==> src/rtl/gf_array_feeder.sv <==
// Operand feeder for the GF(2^M) systolic multiplier: buffers (a, b) pairs and
// issues each as a PERIOD-cycle frame (one load cycle, then hold cycles).
module gf_array_feeder #(
   parameter int M      = 16,
   parameter int PERIOD = 16,
   parameter int DEPTH  = 2
) (
   input  logic         i_clk,
   input  logic         i_rst,
   input  logic [M-1:0] i_g_in,
   input  logic         i_g_we,
   input  logic         i_in_valid,
   output logic         o_in_ready,
   input  logic [M-1:0] i_a_in,
   input  logic [M-1:0] i_b_in,
   output logic [M-1:0] o_ai,
   output logic [M-1:0] o_gi,
   output logic [M-1:0] o_bi,
   output logic         o_ctr,
   output logic         o_pi,
   output logic [M-2:0] o_pih,
   output logic [M-2:0] o_piv,
   output logic         o_busy,
   output logic [7:0]   o_issued
);

   localparam int PW  = (DEPTH > 1) ? $clog2(DEPTH) : 1;
   localparam int CW  = $clog2(DEPTH + 1);
   localparam int CNW = $clog2(PERIOD + 1);

   typedef enum logic [1:0] {S_IDLE, S_LOAD, S_HOLD} state_t;

   state_t          r_state, w_next;
   logic [M-1:0]    r_mem_a [DEPTH];
   logic [M-1:0]    r_mem_b [DEPTH];
   logic [PW-1:0]   r_wp, r_rp;
   logic [CW-1:0]   r_count, w_count_next;
   logic            r_ready;
   logic [CNW-1:0]  r_cnt;
   logic [M-1:0]    r_g, r_ai, r_bi;
   logic            r_ctr;
   logic [7:0]      r_issued;
   logic            w_push, w_pop, w_empty;

   assign w_empty      = (r_count == '0);
   assign w_push       = i_in_valid & r_ready;
   assign w_count_next = r_count + CW'(w_push) - CW'(w_pop);

   always_comb begin
      w_next = r_state;
      w_pop  = 1'b0;
      case (r_state)
         S_IDLE: if (!w_empty) w_next = S_LOAD;
         // the head stays in the FIFO until the load cycle itself retires it
         S_LOAD: begin
            w_pop  = 1'b1;
            w_next = S_HOLD;
         end
         S_HOLD: if (r_cnt == CNW'(PERIOD - 1)) w_next = w_empty ? S_IDLE : S_LOAD;
         default: w_next = S_IDLE;
      endcase
   end

   always_ff @(posedge i_clk) begin
      if (i_rst) r_state <= S_IDLE;
      else       r_state <= w_next;
   end

   always_ff @(posedge i_clk) begin
      if (w_push) begin
         r_mem_a[r_wp] <= i_a_in;
         r_mem_b[r_wp] <= i_b_in;
      end
   end

   always_ff @(posedge i_clk) begin
      if (i_rst) begin
         r_wp     <= '0;
         r_rp     <= '0;
         r_count  <= '0;
         r_ready  <= 1'b0;
         r_g      <= '0;
         r_ai     <= '0;
         r_bi     <= '0;
         r_ctr    <= 1'b0;
         r_cnt    <= '0;
         r_issued <= '0;
      end else begin
         if (w_push) r_wp <= (r_wp == PW'(DEPTH - 1)) ? '0 : r_wp + 1'b1;
         if (w_pop)  r_rp <= (r_rp == PW'(DEPTH - 1)) ? '0 : r_rp + 1'b1;
         r_count <= w_count_next;
         r_ready <= (w_count_next != CW'(DEPTH));

         // a first operand arriving now makes the buffer non-empty, so g is frozen
         if (i_g_we && r_state == S_IDLE && w_empty && !w_push) r_g <= i_g_in;

         case (r_state)
            S_LOAD:  r_cnt <= CNW'(1);
            S_HOLD:  r_cnt <= r_cnt + 1'b1;
            default: r_cnt <= '0;
         endcase

         case (w_next)
            S_LOAD: begin
               r_ai     <= r_mem_a[r_rp];
               r_bi     <= r_mem_b[r_rp];
               r_ctr    <= 1'b0;
               r_issued <= r_issued + 8'd1;
            end
            S_HOLD: begin
               r_bi  <= '0;
               r_ctr <= 1'b1;
            end
            default: begin
               r_ai  <= '0;
               r_bi  <= '0;
               r_ctr <= 1'b0;
            end
         endcase
      end
   end

   assign o_in_ready = r_ready;
   assign o_ai       = r_ai;
   assign o_bi       = r_bi;
   assign o_gi       = r_g;
   assign o_ctr      = r_ctr;
   assign o_pi       = 1'b0;
   assign o_pih      = '0;
   assign o_piv      = '0;
   assign o_busy     = (r_state != S_IDLE) | !w_empty;
   assign o_issued   = r_issued;

endmodule

==> config.mk <==
export PLATFORM = sky130hd
export DESIGN_NAME = gf_array_feeder
export DESIGN_NICKNAME = d
export VERILOG_FILES = /design/src/rtl/gf_array_feeder.sv
export SDC_FILE = /design/constraint.sdc
export NUM_CORES = 1
export LEC_CHECK = 0
export CORE_UTILIZATION = 43
export DETAILED_ROUTE_END_ITERATION = 10
export GPL_TIMING_DRIVEN = 0
export PLACE_DENSITY = 0.82
export SYNTH_ARGS = -nofsm -noshare
export SYNTH_HDL_FRONTEND = slang
export SYNTH_SLANG_ARGS = --single-unit
export TNS_END_PERCENT = 100
==> constraint.sdc <==
create_clock -name i_clk -period 2.2 [get_ports i_clk]
set_input_delay 0.44 -clock i_clk [delete_from_list [all_inputs] [get_ports i_clk]]
set_output_delay 0.44 -clock i_clk [all_outputs]
set_load 0.01 [all_outputs]
==> results of run 1 <==
[stage by stage]
stage                     utilization  cell area, sq um
after floorplan                     -              5050
after global placement          0.572              6310
after detailed placement        0.576              6350
after CTS                       0.637              7020
after global routing            0.646              7120
final                           0.646              7120
[state kept, by name, summed over array words and instances (netlist names), named ones only]
name / count
r_mem_a: 32
r_mem_b: 32
o_ai: 16
o_bi: 16
o_gi: 16
o_issued: 8
r_cnt: 5
r_count: 2
r_state: 2
o_ctr: 1
o_in_ready: 1
r_rp: 1
r_wp: 1
[power by group through the flow]
| stage | Sequential (W) | Combinational [W] | Clock (W) |
|---|---|---|---|
| 2_1_floorplan | 0.00342 | 0.000961 | 0 |
| 3_3_place_gp | 0.00330 | 0.00194 | 0 |
| 3_5_place_dp | 0.00332 | 0.00202 | 0 |
| 4_1_cts | 0.00327 | 0.00208 | 0.00300 |
| 5_1_grt | 0.00332 | 0.00236 | 0.00311 |
| 6_report | 0.00327 | 0.00218 | 0.00294 |
[worst max-delay path, stage by stage, from the launching register on]
cell,delay [ns]
dfxtp_1,0.33
ha_2,0.18
and3_1,0.16
ha_2,0.20
nor2b_1,0.25
o21a_2,0.22
nor2_4,0.06
nor3_4,0.22
clkbuf_4,0.25
o2bb2ai_1,0.13
[path summary, 6_finish.rpt]
kind | from | end | slack [ns] | cells past startpoint
setup reg to reg | r_cnt[1]$_SDFF_PP0_ | o_ai[14]$_SDFFE_PP0P_ | 0.11 | 9
hold / removal | o_ai[5]$_SDFFE_PP0P_ | o_ai[5]$_SDFFE_PP0P_ | 0.47 | 1
hold reg to reg | o_ai[5]$_SDFFE_PP0P_ | o_ai[5]$_SDFFE_PP0P_ | 0.47 | 1
setup / recovery | r_cnt[1]$_SDFF_PP0_ | o_ai[14]$_SDFFE_PP0P_ | 0.11 | 9
[layout by cell type (no fill, tap or decap), drive strengths merged, types with 3 or more instances in the layout]
master / netlist / layout
a21oi: 7 / 7
buf: 40 / 46
bufinv: 0 / 4
clkbuf: 4 / 24
clkdlybuf4s50: 0 / 108
clkinv: 0 / 5
clkinvlp: 0 / 3
conb: 1 / 31
dfxtp: 70 / 70
edfxtp: 64 / 64
ha: 9 / 9
inv: 9 / 10
mux2i: 48 / 48
nand2: 5 / 5
nand3: 6 / 6
nor2: 54 / 54
nor3: 5 / 5
o21ai: 5 / 5
o2bb2ai: 16 / 16
or3: 5 / 5
xnor2: 3 / 3
xor2: 4 / 4
[cell type report]
class	count	area, sq um	area share
Tap cell	140	175	0.0246
Buffer	44	304	0.0427
Sequential cell	134	3330	0.467
Clock buffer	19	453	0.0636
Timing Repair Buffer	116	1170	0.164
Clock inverter	13	178	0.0250
Multi-Input combinational cell	211	1480	0.208
Inverter	9	33.8	0.00474
[metal layers]
layer	vias to the layer above	routed length [um]	share of wire
li1	1566	-	-
met1	1515	3880	0.40
met2	119	4920	0.51
met3	11	743	0.077
met4	2	94	0.0097
met5	-	13	0.0013
[cells by family after synthesis]
kind of cell / count (synthesis) / synth area share
DFF: 134 / 0.674
and+or+nand+nor: 85 / 0.0799
buffers and inverters: 53 / 0.0657
muxes: 50 / 0.102
AOI/OAI and AO/OA: 29 / 0.0429
adders and majority gates: 9 / 0.0228
xor gates and xnor gates: 7 / 0.0124
other: 1 / 0.000760
[repair_timing]
action / in CTS / in global routing
endpoints found under the setup margin: 25 / 39
pin swaps: 1 / 8
resized for setup: 8 / 20
buffers inserted: 2 / 4
==> results.tsv, run 1 <==
metric	value	unit
Sink Count	134	
Final min period	2.09	ns
final-report max-slew violation count	0	
Worst Path Class, Setup	register to register	
diodes inserted	0	
startpoint types	register	
pwr/cell area	1180	nW/um^2
vias	3213	
clock power share	0.350	
Rel. slew slack	0.467	
EDFF count, synth	64	
Synth top cells by count	70 x dfxtp_1, 64 x edfxtp_1, 54 x nor2_1, 48 x mux2i_1, 31 x buf_4	
die area	11900	sq um
GRT Residual Overflow	0	
met2 Use GR	0.287	
P_leak	2.74	nW
Hold Slack	0.466	ns
global-route wire length before repair	14.9	mm
Clock Latency Late Sink	0.40	ns
core area	11000	sq um
post-DP HPWL	6.51	mm
Ys Warns	0	
all-layer global routing usage	0.171	
Row Count	38	
critical path fanouts, max	10	
Synth async-reset ratio	0	
grt peak-use layer	met2	
fmax	0.479	GHz
NetSw	0.00224	W
Final period util	0.949	
Synth area leaders	edfxtp_1 39%, dfxtp_1 28%, mux2i_1 9.7%, buf_4 4.7%, nor2_1 4.1%	
Setup WS pre-CTS	-0.346	ns
area added between synthesis and finish	44.3	%
power share of the sequential group	0.390	
skew final	0.00815	ns
Hold Path Class	register to register	
CTS tree	built	
largest net degree at the start of global routing	33	
Mapped Cells	368	
biggest area consumer among synthesized cells	edfxtp_1	
Placed Cells	648	
setup ws final	0.113	ns
final setup vio count	0	
vias in the first global route	3186	
Arr. time, crit path	2.42	ns
post-route antenna net violation count	0	
TritonRoute pass-1 iters	4	
Combinational Power Share	0.259	
Synth cell types	33	
Power Total	0.00839	W
Peak supply drop	598	uV
Final Hold Fails	0	
# nets final	594	
filler-free cell count of the finished design	686	
Synth Flop Type	dfxtp_1	
maximum buffer depth of the clock tree	2	
syn avg cell area	13.4	sq um
Die Y	109	um
# DRC	0	
port bufs	109	
mapped cell area	4930	sq um
layout cells sized above 1	0.176	
# IOs	142	
fillers	846	
DIE WIDTH	109	um
synthesized flop and latch total	134	
CTS buffer count	17	
outcome	complete, no violations	
switching part of the total	0.267	
CTS Root Buffer Type	clkbuf_16	
total wire length	9.65	mm
hold_buf cts	0	
vias per std cell	4.68	
CP endpoint kind	register	
# H-tree levels	4	
count leader, synth	dfxtp_1	
initial antenna violation count	1	
1st-iter DRT viols	97	
post-synth top area share	0.390	
met3 Resource Use GR	0.0837	
Int Pwr	0.00615	W
starting density of the core	0.447	
total of max-cap violations	0	
routability cong.	0.793	
met1 GRT Util	0.186	
worst-margin pin slew	0.799	ns
Req. time, crit path	2.53	ns
Worst-path clk slew	0.06	ns
post-synthesis sequential area ratio	0.674	
drt wl/cell	14.1	um
TNS Setup	0	ns
Power figures use the tool's default switching activity.
==> inputs of run 2 (changes only) <==
- ABC_AREA: unset -> 0
==> results of run 2 <==
Final layout, timing and power as in run 1 (identical DEF).
